<file path="config.mk">
export PLATFORM = sky130hd
export DESIGN_NAME = branch_resolver
export DESIGN_NICKNAME = d
export VERILOG_FILES = /design/src/rtl/branch_resolver.sv
export SDC_FILE = /design/constraint.sdc
export NUM_CORES = 1
export LEC_CHECK = 0
export CAP_MARGIN = 40
export CORE_UTILIZATION = 50
export CTS_CLUSTER_DIAMETER = 200
export DETAILED_ROUTE_END_ITERATION = 6
export PLACE_DENSITY = 0.77
export SYNTH_ARGS = -nofsm -noshare
export SYNTH_HDL_FRONTEND = slang
export SYNTH_SLANG_ARGS = --single-unit
</file>
<file path="constraint.sdc">
create_clock -name clk -period 6.3 [get_ports clk]
set_clock_uncertainty 0.2 [all_clocks]
set_input_delay 0.945 -clock clk [delete_from_list [all_inputs] [get_ports clk]]
set_output_delay 0.945 -clock clk [all_outputs]
set_load 0.03 [all_outputs]
</file>
<file path="src/rtl/branch_resolver.sv">
// rtl/branch_resolver.sv - EX-stage branch/jump resolution with predictor feedback, shadow window and perf counters
module branch_resolver #(
    parameter int SHADOW_CYCLES = 2,
    parameter int CNT_WID       = 32
) (
    input  logic               clk,
    input  logic               rst,
    input  logic               ex_valid,
    input  logic               ex_branch,
    input  logic               ex_predict,
    input  logic               ex_ujtype,
    input  logic               ex_jalr,
    input  logic [2:0]         ex_funct3,
    input  logic               ex_pred_taken,
    input  logic [31:0]        ex_pred_target,
    input  logic [31:0]        ex_pc,
    input  logic [31:0]        ex_imm,
    input  logic [31:0]        rs1_data,
    input  logic [31:0]        rs2_data,
    input  logic               stat_clear,
    output logic               fb_branch,
    output logic               fb_predict,
    output logic               fb_actual,
    output logic [31:0]        fb_pc,
    output logic               mispredict,
    output logic               in_shadow,
    output logic [CNT_WID-1:0] br_count,
    output logic [CNT_WID-1:0] miss_count
);

    typedef enum logic {
        IDLE   = 1'b0,
        SHADOW = 1'b1
    } state_t;

    localparam logic [CNT_WID-1:0] CNT_MAX = '1;

    state_t             state_q, state_d;
    logic [2:0]         shadow_cnt_q, shadow_cnt_d;
    logic               fb_branch_q, fb_branch_d;
    logic               fb_predict_q, fb_predict_d;
    logic               fb_actual_q, fb_actual_d;
    logic [31:0]        fb_pc_q, fb_pc_d;
    logic               mispredict_q, mispredict_d;
    logic [CNT_WID-1:0] br_count_q, br_count_d;
    logic [CNT_WID-1:0] miss_count_q, miss_count_d;

    logic        cond;
    logic        actual;
    logic [31:0] target;
    logic        miss_now;
    logic        accept;

    // Evaluate the branch condition selected by funct3; unused encodings resolve not-taken
    always_comb begin
        cond = 1'b0;
        case (ex_funct3)
            3'b000:  cond = (rs1_data == rs2_data);
            3'b001:  cond = (rs1_data != rs2_data);
            3'b100:  cond = ($signed(rs1_data) <  $signed(rs2_data));
            3'b101:  cond = ($signed(rs1_data) >= $signed(rs2_data));
            3'b110:  cond = (rs1_data <  rs2_data);
            3'b111:  cond = (rs1_data >= rs2_data);
            default: cond = 1'b0;
        endcase
    end

    // Resolve direction and correct next PC, then compare against the front end's guess
    always_comb begin
        actual = ex_ujtype | ex_jalr | cond;
        if (ex_jalr) begin
            target = (rs1_data + ex_imm) & ~32'd1;
        end else if (actual) begin
            target = ex_pc + ex_imm;
        end else begin
            target = ex_pc + 32'd4;
        end
        // A taken branch fetched down the wrong target is as bad as a wrong direction
        miss_now = (ex_pred_taken != actual) | (actual & (ex_pred_target != target));
        accept   = ex_valid & ex_branch & (state_q == IDLE);
    end

    // Next-state for the shadow FSM, feedback set and saturating counters
    always_comb begin
        state_d      = state_q;
        shadow_cnt_d = shadow_cnt_q;
        case (state_q)
            IDLE: begin
                if (accept && miss_now) begin
                    state_d      = SHADOW;
                    shadow_cnt_d = 3'(SHADOW_CYCLES);
                end
            end
            SHADOW: begin
                shadow_cnt_d = shadow_cnt_q - 3'd1;
                if (shadow_cnt_d == 3'd0) begin
                    state_d = IDLE;
                end
            end
            default: state_d = IDLE;
        endcase

        fb_branch_d  = accept & ex_predict;
        fb_actual_d  = accept & actual;
        // Inverting on a miss makes any downstream predict!=actual check redirect
        fb_predict_d = accept & (miss_now ? ~actual : actual);
        mispredict_d = accept & miss_now;
        fb_pc_d      = accept ? target : fb_pc_q;

        br_count_d   = br_count_q;
        miss_count_d = miss_count_q;
        if (stat_clear) begin
            br_count_d   = '0;
            miss_count_d = '0;
        end else begin
            if (accept && (br_count_q != CNT_MAX)) begin
                br_count_d = br_count_q + CNT_WID'(1);
            end
            if (accept && miss_now && (miss_count_q != CNT_MAX)) begin
                miss_count_d = miss_count_q + CNT_WID'(1);
            end
        end
    end

    // Register state and all outputs; reset drops any pending pulse and clears counters
    always_ff @(posedge clk) begin
        if (rst) begin
            state_q      <= IDLE;
            shadow_cnt_q <= 3'd0;
            fb_branch_q  <= 1'b0;
            fb_predict_q <= 1'b0;
            fb_actual_q  <= 1'b0;
            fb_pc_q      <= 32'd0;
            mispredict_q <= 1'b0;
            br_count_q   <= '0;
            miss_count_q <= '0;
        end else begin
            state_q      <= state_d;
            shadow_cnt_q <= shadow_cnt_d;
            fb_branch_q  <= fb_branch_d;
            fb_predict_q <= fb_predict_d;
            fb_actual_q  <= fb_actual_d;
            fb_pc_q      <= fb_pc_d;
            mispredict_q <= mispredict_d;
            br_count_q   <= br_count_d;
            miss_count_q <= miss_count_d;
        end
    end

    assign fb_branch  = fb_branch_q;
    assign fb_predict = fb_predict_q;
    assign fb_actual  = fb_actual_q;
    assign fb_pc      = fb_pc_q;
    assign mispredict = mispredict_q;
    assign in_shadow  = (state_q == SHADOW);
    assign br_count   = br_count_q;
    assign miss_count = miss_count_q;

endmodule
</file>
# Word level (Yosys, flattened, before mapping)
# Index checks and enable logic that the tools add are counted.
dict set report word_totals {
  out_inout_bits 101
  register_bits 104
  elab_cells 58
}
dict set report op_classes {
  add_sub_neg 6
  reduce_logical 6
  mux 9
  n_lt_le_gt_ge 4
  n_bitwise 12
  eq_ne 12
}
# cell count
set op_table {}
lappend op_table {{adder 32 x 1 -> 32 bit, second input constant} 2}
lappend op_table {{adder 32 bit} 2}
lappend op_table {{greater-or-equal comparator 32 bit} 2}
lappend op_table {{less-than comparator 32 bit} 2}
lappend op_table {{2-to-1 mux 32 bit} 2}
lappend op_table {{inequality test 32 bit} 2}
lappend op_table {{inequality test 32 bit, second input constant} 2}
lappend op_table {{adder 32 x 3 -> 32 bit, second input constant} 1}
lappend op_table {{== test 32 bit} 1}
lappend op_table {{== test 3 bit, second input constant} 4}
lappend op_table {{AND 1 bit} 7}
lappend op_table {{logical NOT 3 bit} 2}
lappend op_table {{one-hot mux 1 bit (6 select lines)} 1}
lappend op_table {{one-hot mux 3 bit (2 select lines)} 1}
lappend op_table {{== test 3 x 1 -> 1 bit, second input constant} 1}
lappend op_table {{logical AND 1 bit} 3}
lappend op_table {{2-to-1 mux 1 bit} 3}
lappend op_table {{2-to-1 mux 3 bit} 1}
lappend op_table {{OR 1 bit} 3}
lappend op_table {{subtractor 3 x 1 -> 3 bit, second input constant} 1}
lappend op_table {{inequality test 2 x 1 -> 1 bit, second input constant} 1}
lappend op_table {{inverter 1 bit} 2}
lappend op_table {{one-hot mux 1 bit (2 select lines)} 1}
lappend op_table {{OR reduction 2 bit} 1}
lappend op_table {{inequality test 1 bit} 1}

# Longest topological paths before layout
dict set report depth {
  depth_word 11
  mapped_depth 21
  depth_no_buf 17
}

# Worst setup path before layout
# Ideal clock, no wire load.
dict set report synth_path {
  kind {input to register}
  start {input rs2_data[31]}
  end {register miss_count_q[1], in the netlist miss_count[1]}
  arrival_ns 5.014
  slack_ns 0.958
  stages 20
  path_cell_list {inv_1 ha_1 nand4_1 or4_4 nor4_2 o31a_2 nor4_1 or3_4 and3_4 buf_6 o211ai_2 o211ai_1 or4b_4 nor4_4 nand4_4 nand2_4 buf_6 buf_6 mux2i_1 nor2_1}
}
dict set report synth_via {
  elab_chain_cells 10
}
# item line
set synth_rtl {}
lappend synth_rtl {{from (decl)} 19} ;# input logic [31:0] rs2_data,
lappend synth_rtl {{greater-or-equal comparator 32 bit, or another cell as far along} 63} ;# 3'b111: cond = (rs1_data >= rs2_data);
lappend synth_rtl {{one-hot mux 1 bit (6 select lines) (*)} 57} ;# case (ex_funct3)
lappend synth_rtl {{OR 1 bit (*)} 70} ;# actual = ex_ujtype | ex_jalr | cond;
lappend synth_rtl {{2-to-1 mux 32 bit} 73} ;# end else if (actual) begin
lappend synth_rtl {{2-to-1 mux 32 bit} 71} ;# if (ex_jalr) begin
lappend synth_rtl {{inequality test 32 bit} 79} ;# miss_now = (ex_pred_taken != actual) | (actual & (ex_pred_target != target));
lappend synth_rtl {{AND 1 bit} 79}
lappend synth_rtl {{OR 1 bit (*)} 79}
lappend synth_rtl {{logical AND 1 bit (*) (2 in series)} 119} ;# if (accept && miss_now && (miss_count_q != CNT_MAX)) begin
lappend synth_rtl {{to (signal assigned)} 146} ;# miss_count_q <= miss_count_d;
lappend synth_rtl {{to (decl)} 46} ;# logic [CNT_WID-1:0] miss_count_q, miss_count_d;
# Mark *: on every way between the ends. The rest lies on a longest branch, timed or not.
# A chain may end at the register's enable or synchronous reset.

# Worst setup path in the final report
dict set report layout_path {
  start {input ex_imm[0]}
  end {register miss_count_q[1], in the netlist miss_count[1]}
}
dict set report layout_via {
  elab_chain_cells 8
}
# item line
set layout_rtl {}
lappend layout_rtl {{from (decl)} 17} ;# input logic [31:0] ex_imm,
lappend layout_rtl {{adder 32 bit} 74} ;# target = ex_pc + ex_imm;
lappend layout_rtl {{2-to-1 mux 32 bit} 73}
lappend layout_rtl {{2-to-1 mux 32 bit (*)} 71}
lappend layout_rtl {{inequality test 32 bit (*)} 79}
lappend layout_rtl {{AND 1 bit (*)} 79}
lappend layout_rtl {{OR 1 bit (*)} 79}
lappend layout_rtl {{logical AND 1 bit (*) (2 in series)} 119}
# Marked as above.

==> results.py <==
metrics = {
    "worst_setup_path": {
        "worstSetupStartpointType": "input port",
        "worstPathArrival_ns": 5.90,
        "ff2ff_path_depth": 11,
        "cp-end-kind": "register",
        "path_class": "input port to register",
        "critical_path_required_ns": 6.30,
        "cp_max_fo": 29,
    },
    "clock_network": {
        "cts_root_buf": "clkbuf_16",
        "cts_tree": "yes",
        "clk_path_buf_depth": 2,
        "path_clk_slew_ns": 0.07,
        "cts_htree_levels": 3,
        "cts_sinks": 104,
        "post_cts_buffers": 0,
        "cts_buffers": 9,
        "clk_latency_ns": 0.35,
    },
    "place": {
        "dpl.hpwl_mm": 31.8,
        "io_buffers": 272,
        "routabilityCongestion": 0.992,
    },
    "drt": {
        "wl_per_cell_um": 18.7,
        "dr_total_vias": 12264,
        "drtPass1Iterations": 6,
        "via_per_inst": 6.07,
        "drc": 0,
        "final_antenna_net_count": 0,
        "drt-initial-drc-count": 872,
        "wirelength_mm": 37.9,
    },
    "die": {
        "coreArea_mm2": 0.0212,
        "rows": 53,
        "initial_utilization_pct": 51.3,
        "dieArea_mm2": 0.0223,
        "die_h_um": 149,
        "die_x_um": 149,
        "ios": 273,
    },
    "timing": {
        "drv_slew": 0,
        "setup_viol": 0,
        "fin_crit_sh_pct": 93.5,
        "hold_viol_final": 0,
        "period_minus_slack_ns": 5.89,
        "setup-tns-final_ns": 0,
        "rsz0062_at_grt": "no",
        "relSlewSlack_pct": 54.0,
        "tightest_slew_ns": 0.687,
        "hold_slack_ns": 0.252,
        "fmax_mhz": 170,
    },
    "synthesis": {
        "synth_area_mm2": 0.0109,
        "avgSynthCellArea_um2": 7.42,
        "synth_edf_count": 0,
        "synthesis.instances": 1462,
        "ys_top_cells_by_count": "nor2_1 (140), a21oi_1 (139), nand2_1 (132), dfxtp_1 (104), ha_1 (98)",
        "ys_ff_latch": 104,
        "syn_nets": 1734,
        "synth.top_cell.area_share_pct": 19.2,
        "ys_async_sr_fraction_pct": 0,
        "synthFlopType": "dfxtp_1",
        "synth_most_common_cell": "nor2_1",
        "yosys_warnings": 0,
        "synth-seq-area-share_pct": 19.2,
        "ys_types": 88,
        "yosysTopAreaCell": "dfxtp_1",
        "synth_area_leaders": "dfxtp_1 (19%), ha_1 (11%), a21oi_1 (6.4%)",
    },
    "flow_run": {
        "max-cap-violations": 0,
    },
    "global_routing": {
        "grt_first_pass_wirelength_mm": 58.8,
        "grt-ovfl-total": 0,
        "grt_pass1_vias": 11294,
        "grt_usage_pct": 33.7,
        "grt_max_degree": 61,
        "antenna_found_initial": 1,
    },
    "power": {
        "powerDensity_mw_per_mm2": 161,
        "p_leak_nw": 5.57,
        "ir_worst_vdd_mv": 0.141,
    },
    "run_status": {
        "run_status": "finished clean",
    },
    "finish": {
        "final.fill_count": 1835,
        "final_nets": 2011,
        "drive_above_1_share_pct": 5.91,
        "area_growth_pct": 32.4,
    },
    "hold_path": {
        "min_path_cells": 2,
        "hold_class": "register to register",
    },
}
## where the power goes
part	internal (mW)	total [mW]	switching, mW
clock network	0.315	0.572	0.257
logic	0.454	1.05	0.594
registers	0.676	0.688	0.0119
## layout by cell type (no fill, tap or decap), drive strengths merged, types with 5 or more instances in the layout
cell           netlist  final
a2111oi              5      5
a211o                5      5
a211oi              34     34
a21o                16     16
a21oi              139    139
a221o                5      5
a221oi               7      7
a311oi               6      6
a31oi                9      9
and2                26     26
and3                34     34
and4                12     12
buf                 17     54
clkbuf              42     10
clkdlybuf4s50        0    271
dfxtp              104    104
ha                  98     98
inv                 59     62
mux2i               11     11
nand2              133    133
nand2b               6      6
nand3               57     57
nand4               40     40
nor2               140    140
nor2b               10     10
nor3                38     38
nor3b                5      5
nor4                10     10
o211ai              24     24
o21a                12     12
o21ai               79     79
o21bai               7      7
o22ai                8      8
o31ai               16     16
or2                  7      7
or3                 29     29
or4                 19     19
xnor2               67     67
xor2                69     69
## worst max-delay path, cell delays in order
cell	delay [ns]
clkdlybuf4s50_1	0.45
and2_1	0.19
fa_1	0.39
a21o_1	0.20
a221oi_1	0.30
buf_4	0.19
xnor2_1	0.25
nand2_1	0.16
nor3b_1	0.18
a2111oi_1	0.58
buf_4	0.22
o221ai_1	0.10
a21oi_1	0.13
or4b_4	0.48
nor4_4	0.31
nand4_4	0.21
nand2_4	0.15
buf_12	0.17
mux2i_1	0.21
nor2_1	0.06
## per-layer routing
metal / vias to the layer above / track usage, % / wire length [um]
li1: 5963 / - / -
met2: 574 / 57.7 / 17700
met3: 66 / 4.83 / 3200
met1: 5661 / 42.3 / 15600
met5: - / 0 / 0
met4: 0 / 13.5 / 1350
## timing repair
| item | in CTS | in global routing |
|---|---|---|
| gates resized for setup | 0 | 3 |
| hold buffers | 0 | 0 |
| setup endpoints to repair | 0 | 10 |
## area by class of cell
| class | instances | area (um^2) | area share, % |
|---|---|---|---|
| Inverter | 59 | 221 | 1.54 |
| Timing Repair Buffer | 325 | 3140 | 21.9 |
| Sequential cell | 104 | 2080 | 14.5 |
| Antenna cell | 1 | 2.50 | 0.0174 |
| Tap cell | 275 | 344 | 2.39 |
| Multi-Input combinational cell | 1240 | 8270 | 57.6 |
| Clock buffer | 10 | 229 | 1.59 |
| Clock inverter | 6 | 75.1 | 0.523 |
## per-stage QoR
| stage | util, % | setup slack, ns | instance area [um^2] | std cells | power [mW] |
|---|---|---|---|---|---|
| 4_1_cts | 67.9 | 0.384 | 14400 | 2019 | 2.30 |
| 3_3_place_gp | 66.4 | 0.182 | 14100 | 2003 | 1.72 |
| 6_report | 67.9 | 0.409 | 14400 | 2020 | 2.31 |
| 5_1_grt | 67.9 | 0.00516 | 14400 | 2020 | 2.43 |
| 2_1_floorplan | - | 0.958 | 10900 | 1462 | 1.32 |
| 3_5_place_dp | 66.4 | 0.0262 | 14100 | 2003 | 1.73 |
## path summary, 6_finish.rpt
| kind | end | startpoint | slack [ns] |
|---|---|---|---|
| worst max-delay path | miss_count[1] | ex_imm[0] | 0.41 |
| worst min-delay path | fb_pc[26] | fb_pc[26] | 0.25 |
| worst max register to register | br_count[26] | br_count[12] | 2.84 |
| worst min register to register | fb_pc[26] | fb_pc[26] | 0.25 |
## flip-flops by register name (all words and copies together) (netlist names)
register and count:
br_count 32, fb_pc 32, miss_count 32, shadow_cnt_q 3, fb_actual 1, fb_branch 1
fb_predict 1, in_shadow 1, mispredict 1
## cells by family after synthesis
logic type	after synthesis	share of synthesized area (%)
AO/OA/AOI/OAI	415	24.8
XOR/XNOR	137	11.2
adder cells (fa/ha/maj)	100	11.7
buffers and inverters	118	4.68
flip-flops	104	19.2
multiplexers	11	1.01
AND/OR/NAND/NOR	577	27.4
No activity file was read; power rests on OpenSTA's default activity.
